==> config.mk <==
export PLATFORM = sky130hd
export DESIGN_NAME = hazard_control_unit
export DESIGN_NICKNAME = d
export VERILOG_FILES = /design/src/rtl/hazard_control_unit.sv
export SDC_FILE = /design/constraint.sdc
export NUM_CORES = 1
export LEC_CHECK = 0
export CORE_MARGIN = 3
export CORE_UTILIZATION = 40
export DETAILED_ROUTE_END_ITERATION = 12
export PLACE_DENSITY = 0.83
export SYNTH_ARGS = -nofsm -noshare
export SYNTH_HDL_FRONTEND = slang
export SYNTH_SLANG_ARGS = --single-unit
==> constraint.sdc <==
create_clock -name clk -period 1.55 [get_ports clk]
set_input_delay 0.155 -clock clk [delete_from_list [all_inputs] [get_ports clk]]
set_output_delay 0.155 -clock clk [all_outputs]
set_load 0.03 [all_outputs]
==> src/rtl/hazard_control_unit.sv <==
// hazard_control_unit: RV32I pipeline stall/flush/forward sequencing; optional perf counters via HAZARD_PERF_COUNTERS_EN
module hazard_control_unit #(
  parameter int BRANCH_PENALTY = 2,
  parameter int MAX_MEM_WAIT = 16
) (
  input  logic       clk,
  input  logic       reset,
  input  logic [4:0] id_rs1,
  input  logic [4:0] id_rs2,
  input  logic       id_uses_rs1,
  input  logic       id_uses_rs2,
  input  logic [4:0] ex_rs1,
  input  logic [4:0] ex_rs2,
  input  logic [4:0] ex_rd,
  input  logic       ex_mem_read,
  input  logic       ex_redirect,
  input  logic [4:0] mem_rd,
  input  logic       mem_reg_write,
  input  logic       mem_req,
  input  logic       mem_ready,
  input  logic [4:0] wb_rd,
  input  logic       wb_reg_write,
  output logic       stall_if,
  output logic       stall_id,
  output logic       stall_ex,
  output logic       stall_mem,
  output logic       flush_if_id,
  output logic       bubble_id_ex,
  output logic [1:0] forward_a,
  output logic [1:0] forward_b,
`ifdef HAZARD_PERF_COUNTERS_EN
  output logic [31:0] perf_load_use_stalls,
  output logic [31:0] perf_flush_cycles,
  output logic [31:0] perf_mem_wait_cycles,
`endif
  output logic       mem_timeout
);
  typedef enum logic [1:0] {RUN, MEM_WAIT, FLUSH} state_t;
  localparam logic [2:0] PEN = 3'(BRANCH_PENALTY - 1);
  localparam logic [7:0] WMAX = 8'(MAX_MEM_WAIT);
  state_t state;
  logic [2:0] flush_cnt;
  logic [7:0] wait_cnt;
  logic frozen, redirect, in_flush, wrong_path, hazard_ld, load_use;
  // frozen pipeline overrides everything; a pending flush window marks the ID instruction as wrong-path
  always_comb begin
    frozen = !reset && mem_req && !mem_ready;
    redirect = !reset && !frozen && ex_redirect;
    in_flush = !reset && !frozen && !redirect && state == FLUSH;
    wrong_path = state == FLUSH || (state == MEM_WAIT && flush_cnt != 3'd0);
    hazard_ld = ex_mem_read && ex_rd != 5'd0 &&
                ((id_uses_rs1 && id_rs1 == ex_rd) || (id_uses_rs2 && id_rs2 == ex_rd));
    load_use = !reset && !frozen && !redirect && !wrong_path && hazard_ld;
    stall_if = frozen || load_use;
    stall_id = frozen || load_use;
    stall_ex = frozen;
    stall_mem = frozen;
    flush_if_id = redirect || in_flush;
    bubble_id_ex = redirect || load_use;
  end
  // operand forwarding: MEM result beats WB result, x0 never forwarded
  always_comb begin
    forward_a = (mem_reg_write && mem_rd != 5'd0 && mem_rd == ex_rs1) ? 2'b01 :
                (wb_reg_write && wb_rd != 5'd0 && wb_rd == ex_rs1) ? 2'b10 : 2'b00;
    forward_b = (mem_reg_write && mem_rd != 5'd0 && mem_rd == ex_rs2) ? 2'b01 :
                (wb_reg_write && wb_rd != 5'd0 && wb_rd == ex_rs2) ? 2'b10 : 2'b00;
  end
  // sequencing state: memory wait tracking, flush window countdown, sticky timeout
  always_ff @(posedge clk) begin
    if (reset) begin
      state <= RUN;
      flush_cnt <= 3'd0;
      wait_cnt <= 8'd0;
      mem_timeout <= 1'b0;
    end else if (frozen) begin
      state <= MEM_WAIT;
      wait_cnt <= (wait_cnt == WMAX) ? wait_cnt : wait_cnt + 8'd1;
      if (wait_cnt >= WMAX - 8'd1) mem_timeout <= 1'b1;
    end else begin
      wait_cnt <= 8'd0;
      if (redirect) begin
        flush_cnt <= PEN;
        state <= (PEN != 3'd0) ? FLUSH : RUN;
      end else if (state == FLUSH) begin
        flush_cnt <= flush_cnt - 3'd1;
        state <= (flush_cnt == 3'd1) ? RUN : FLUSH;
      end else begin
        state <= (flush_cnt != 3'd0) ? FLUSH : RUN;
      end
    end
  end
`ifdef HAZARD_PERF_COUNTERS_EN
  // event counters, one increment per cycle the condition drives outputs
  always_ff @(posedge clk) begin
    if (reset) begin
      perf_load_use_stalls <= 32'd0;
      perf_flush_cycles <= 32'd0;
      perf_mem_wait_cycles <= 32'd0;
    end else begin
      perf_load_use_stalls <= perf_load_use_stalls + 32'(load_use);
      perf_flush_cycles <= perf_flush_cycles + 32'(flush_if_id);
      perf_mem_wait_cycles <= perf_mem_wait_cycles + 32'(frozen);
    end
  end
`endif
endmodule

==> out/metrics.cfg, run 1 <==
[worst_setup_path]
crit_arrival_ns = 1.72
r2r_end = flush_cnt[1]$_SDFFE_PP0P_
critPathLaunchType = primary input
r2r_start = flush_cnt[1]$_SDFFE_PP0P_
crit_slowest_cell = clkdlybuf4s50_1
crit_path_start = ex_rd[1]
crit_end = stall_id
endpoint_kind = output pin
cp_slowest_stage_delay_ns = 0.48
path_max_fanout = 3
crit_type = primary input to output pin
reg2reg_slack_ns = 0.17
crit_chain = clkdlybuf4s50_1, xor2_1, nor4_2, a32oi_2, o21ai_4, buf_6
required_ns = 1.39
r2r_cells = 4

[synth]
synth_area_um2 = 1122
yosysWarningCount = 0
yosysTopAreaCell = dfxtp_1
synth_edf_count = 0
ys_types = 33
yosys-top-cells-area = dfxtp_1 (25%), xor2_1 (20%), xnor2_1 (8.6%)
synthDominantCellAreaShare = 0.2497
synth_flop_cell = dfxtp_1
syn_nets = 184
ys_seq_area_frac = 0.2497
synth_async_sr_flop_share = 0
ys_seq_elements = 14
avgSynthCellArea_um2 = 8.376
synthCells = 134

[status]
violations = negative setup slack
status = complete, but fails checks

[sta]
fin_ws_ns = -0.3230
hold_viol_final = 0
rsz0062_at_grt = true
slew_headroom = 0.7666
slew_viol_final = 0
fmax_mhz = 533.9
fin_crit_sh = 1.208
tightestPinTransition_ns = 0.3455
finalSetupTns_ns = -1.110
skew_ns = 0.003441
period_minus_slack_ns = 1.873
finalSetupViolCount = 5

[cells_and_area]
syn_to_final_growth_pct = 88.41
drive_above_1_share = 0.4208
stdcell_area_um2 = 2115
nNetsFinal = 272
fin_util = 0.8236
antenna_cells = 0

[route]
firstDrtPassIters = 4
ant_nets = 0
drc = 0
wl_um = 4264
vias = 1362
via_per_inst = 5.426
wl_per_cell_um = 16.99
dr.first_iter.drc_count = 43

[global_routing]
grt_start_max_net_pins = 9
grt_pass1_wl_um = 6003
grt_overflow = 0
grt_pass1_vias = 1369
track_usage = 0.2319
antenna_found_initial = 0

[placed_design]
portBuffers = 55
place_ws_ns = -0.5794
place_hpwl_um = 3022
dpl_cell_area_um2 = 1912
place_congestion = 0.8311

[cts]
cts_tree = done
cts.sinks = 14
insertion_delay_ns = 0.29
numCtsBuffers = 3
path_clk_slew_ns = 0.09
htreeDepth = 1
clockBufferDepth = 2
cts_root_buf = clkbuf_4
ctsHoldBuffers = 0

[floorplan]
io_pins = 56
rows = 18
start_util = 0.4371
die_w_um = 58.97
coreArea_um2 = 2567
die_area_um2 = 3477
die_y_um = 58.97

[power]
p_leak_nw = 0.9070
power_density_nw_per_um2 = 535.5
power_w = 0.001132
peakVddDrop_v = 0.0006857

[flow_run]
max-cap-violations = 0

[min_path]
min_path_type = flip-flop to flip-flop

flip-flops by register name, indices dropped and copies added, names as in the netlist:
name         count
mem_timeout      1
flush_cnt        3
wait_cnt         8
state            2
layout by cell type, fill, tap and decap left out, types with 3 or more instances in the layout:
cell type,n
dfxtp_1,12
nand2_1,5
xnor2_2,5
buf_6,9
inv_1,5
nor2_1,14
buf_4,38
clkdlybuf4s50_1,25
nor3_1,3
nand4_1,3
a21oi_1,5
xnor2_1,6
clkbuf_4,3
ha_1,4
xor2_1,26
nand3_1,3
nor4_4,4
or4_4,4
clkbuf_2,7
dlygate4sd2_1,3
logic make-up after synthesis:
| kind of cell | synth area share |
|---|---|
| compound gates | 0.08361 |
| xor+xnor | 0.2887 |
| fa+ha+maj | 0.05574 |
| buf+inv | 0.04571 |
| flops | 0.2497 |
| mux | 0.01784 |
| simple gates | 0.2586 |
per-stage QoR:
stage                     hold slack [ns]  std cells
after CTS                          0.4961        249
final                              0.4942        251
after global routing               0.5450        251
after detailed placement           0.4772        243
after global placement             0.4584        243
after floorplan                    0.2872        134
how the worst min path moves through the flow:
stage                     cells after the start                   endpoint  slack (ns)                      start
after floorplan                               1        state[1]$_SDFF_PP0_        0.29                ex_redirect
after global placement                        2  flush_cnt[1]$_SDFFE_PP0P_        0.46  flush_cnt[1]$_SDFFE_PP0P_
after detailed placement                      2  flush_cnt[1]$_SDFFE_PP0P_        0.48  flush_cnt[1]$_SDFFE_PP0P_
after CTS                                     2   mem_timeout$_SDFFE_PP0P_        0.50   mem_timeout$_SDFFE_PP0P_
after global routing                          2   mem_timeout$_SDFFE_PP0P_        0.54   mem_timeout$_SDFFE_PP0P_
final                                         2   mem_timeout$_SDFFE_PP0P_        0.49   mem_timeout$_SDFFE_PP0P_
where the power goes:
group          total, W  switching, W  internal, W
logic          0.000480      0.000218     0.000263
registers      0.000379    0.00000828     0.000370
clock network  0.000273      0.000130     0.000143
metal layers:
layer  vias to the layer above  global-route usage  part of all wire  wire length, um
met1                       649              0.2316              0.35             1490
met2                        61              0.4700              0.57             2422
met3                         8             0.03922             0.063              268
met4                         0             0.07767             0.019               82
met5                         -                   0                 0                0
li1                        644                   -                 -                -
what timing repair did:
| action | in CTS | in global routing |
|---|---|---|
| setup endpoints to repair | 7 | 9 |
| resized for setup | 58 | 40 |
| pin swaps | 19 | 12 |
| buffers inserted | 2 | 2 |
layout make-up:
| class | count | area, um^2 |
|---|---|---|
| clock buffers | 4 | 36.28 |
| fillers | 162 | 452.9 |
| inverters | 7 | 26.28 |
| multi-input cells | 109 | 985.9 |
| flip-flops and latches | 14 | 282.8 |
| well taps | 30 | 37.54 |
| repair buffers | 87 | 745.7 |
critical path: cells and delay by family:
family | cells | cell delay [ns]
AND/OR/NAND/NOR | 1 | 0.32
buffers and inverters | 2 | 0.63
XOR/XNOR | 1 | 0.21
AO/OA/AOI/OAI | 2 | 0.40
cell usage after synthesis (3+ instances only):
| library cell | count |
|---|---|
| xor2_1 | 26 |
| dfxtp_1 | 14 |
| nor2_1 | 14 |
| xnor2_1 | 11 |
| inv_1 | 7 |
| a21oi_1 | 5 |
| ha_1 | 5 |
| nand2_1 | 5 |
| nand3_1 | 5 |
| nor3_1 | 4 |
| nor4_1 | 4 |
| o21ai_0 | 4 |
| nand4_1 | 3 |
| or4_1 | 3 |
No activity file was read; power rests on OpenSTA's default activity.
==> inputs of run 2 (changes only) <==
--- a/config.mk
+++ b/config.mk
@@ -9,6 +9,7 @@
 export CORE_UTILIZATION = 40
 export DETAILED_ROUTE_END_ITERATION = 12
 export PLACE_DENSITY = 0.83
+export SETUP_SLACK_MARGIN = 0.1
 export SYNTH_ARGS = -nofsm -noshare
 export SYNTH_HDL_FRONTEND = slang
 export SYNTH_SLANG_ARGS = --single-unit
==> run 2 against run 1 <==
  * The flow still finishes with violations (negative setup slack)
  * Power hardly changed
  * Clock power is essentially flat
  * Design area grew 0.89%
  * Cell count fell by 1.6%
  * Die area unchanged
  * Clock skew up 0.0070 ns
  * Largest cell class unchanged
==> out/metrics.cfg, run 2 (synthesis gave the netlist of run 1 again) <==
[status]
status = complete, but fails checks
violations = negative setup slack

[route]
drc = 0  ; unchanged
via_per_inst = 5.134  ; -5.4%
wl_um = 4103  ; -3.8%
firstDrtPassIters = 2  ; -2
dr.first_iter.drc_count = 18  ; -58%
vias = 1268  ; -6.9%
ant_nets = 0  ; unchanged
wl_per_cell_um = 16.61  ; -2.2%

[worst_setup_path]
crit_type = flip-flop to output pin
endpoint_kind = output pin
required_ns = 1.39  ; about the same
critPathLaunchType = flip-flop
crit_arrival_ns = 1.72  ; about the same
path_max_fanout = 2  ; -1

[sta]
slew_headroom = 0.7916  ; +0.02499
slew_viol_final = 0  ; unchanged
hold_viol_final = 0  ; unchanged
fin_ws_ns = -0.3204  ; +0.002581 ns
fmax_mhz = 534.6  ; +0.14%
holdWs_ns = 0.4813  ; -0.01286 ns
rsz0062_at_grt = true
tightestPinTransition_ns = 0.3102  ; -0.03529 ns
finalSetupViolCount = 5  ; unchanged
fin_crit_sh = 1.207  ; -0.001665
skew_ns = 0.01042  ; +0.006976 ns
period_minus_slack_ns = 1.870  ; -0.002581 ns

[global_routing]
gr-usage-met3 = 0.04357  ; +0.004357
use_met2 = 0.4811  ; +0.01104
met1_usage = 0.2830  ; +0.05145
antenna_found_initial = 0  ; unchanged
grt_start_max_net_pins = 9  ; unchanged
top_usage_layer = met2
track_usage = 0.2511  ; +0.01921
grt_pass1_wl_um = 6651  ; +11%
grt_pass1_vias = 1416  ; +3.4%
grt_overflow = 0  ; unchanged

[cells_and_area]
nNetsFinal = 268  ; -1.5%
final_common_cell = xor2_1
layout_common_cells = xor2_1 (25), buf_4 (24), clkdlybuf4s50_1 (20), buf_6 (20), nor2_1 (13)
syn_to_final_growth_pct = 90.08
top_regs = wait_cnt: 8 flops, flush_cnt: 3 flops, state: 2 flops
antenna_cells = 0  ; unchanged
largest_reg_flops = 8  ; unchanged
drive_above_1_share = 0.4378  ; +0.01697
regMostFlops = wait_cnt

[cts]
cts.sinks = 14  ; unchanged
path_clk_slew_ns = 0.10  ; about the same
insertion_delay_ns = 0.29  ; about the same
cts_root_buf = clkbuf_4
numCtsBuffers = 3  ; unchanged
cts_tree = done
ctsHoldBuffers = 0  ; unchanged
clockBufferDepth = 2  ; unchanged
htreeDepth = 1  ; unchanged

[power]
power_density_nw_per_um2 = 530.3  ; -0.97%
p_leak_nw = 0.9405  ; +3.7%
power_w = 0.001131  ; about the same
peakVddDrop_v = 0.0006115  ; -11%

[floorplan]
coreArea_um2 = 2567  ; unchanged
io_pins = 56  ; unchanged
start_util = 0.4371  ; unchanged
die_y_um = 58.97  ; unchanged
die_area_um2 = 3477  ; unchanged
die_w_um = 58.97  ; unchanged
rows = 18  ; unchanged

[flow_run]
max-cap-violations = 0  ; unchanged

[placed_design]
place_hpwl_um = 3007  ; -0.50%
place_congestion = 0.8140  ; -2.1%
portBuffers = 55  ; unchanged

[min_path]
min_path_type = primary input to flip-flop

[run 2: worst paths after layout]
check / endpoint / start / slack, ns / cells past startpoint
setup / recovery: stall_if / flush_cnt[1]$_SDFFE_PP0P_ / -0.32 / 7
hold / removal: state[0]$_SDFF_PP0_ / mem_ready / 0.48 / 6
setup reg to reg: flush_cnt[1]$_SDFFE_PP0P_ / state[1]$_SDFF_PP0_ / 0.19 / 5
hold reg to reg: flush_cnt[1]$_SDFFE_PP0P_ / flush_cnt[1]$_SDFFE_PP0P_ / 0.49 / 2
[run 2: area by class of cell]
type	count	area [um^2]
flip-flops and latches	14	285.3
fillers	154	434.2
repair buffers	83	754.5
inverters	7	26.28
well taps	30	37.54
clock buffers	4	36.28
multi-input cells	109	993.5
[run 2: critical path: stages, from the launching register on]
cell and delay (ns):
dfxtp_2 0.33, inv_2 0.07, ha_4 0.13, nand2b_1 0.06
a311oi_1 0.21, nand4_1 0.24, o21ai_4 0.22, buf_6 0.15
[run 2: report_power, final]
group,switching (W),internal [W],total (W)
clock network,0.000130,0.000143,0.000273
logic,0.000216,0.000262,0.000478
registers,0.00000896,0.000371,0.000380
total,0.000355,0.000776,0.00113
[run 2: what timing repair did]
action	4_1_cts	5_1_grt
pin swaps	18	18
setup buffers	2	3
gates resized for setup	73	43
setup endpoints to repair	10	10
[run 2: metal layers]
layer | vias to the layer above | routed length (um)
met1 | 604 | 1648
met4 | 0 | 51
met5 | - | 0
met3 | 7 | 155
met2 | 30 | 2248
li1 | 627 | -
[run 2: per-stage QoR]
stage                     area [um^2]   TNS, ns    util  cells  setup slack [ns]
after floorplan                  1222  -0.04322       -    134          -0.04322
after global placement           1937    -2.167  0.7544    239           -0.4737
after detailed placement         1937    -2.483  0.7544    239           -0.5368
after CTS                        2076    -1.294  0.8085    245           -0.3057
after global routing             2133    -1.408  0.8309    247           -0.4309
final                            2133    -1.064  0.8309    247           -0.3204
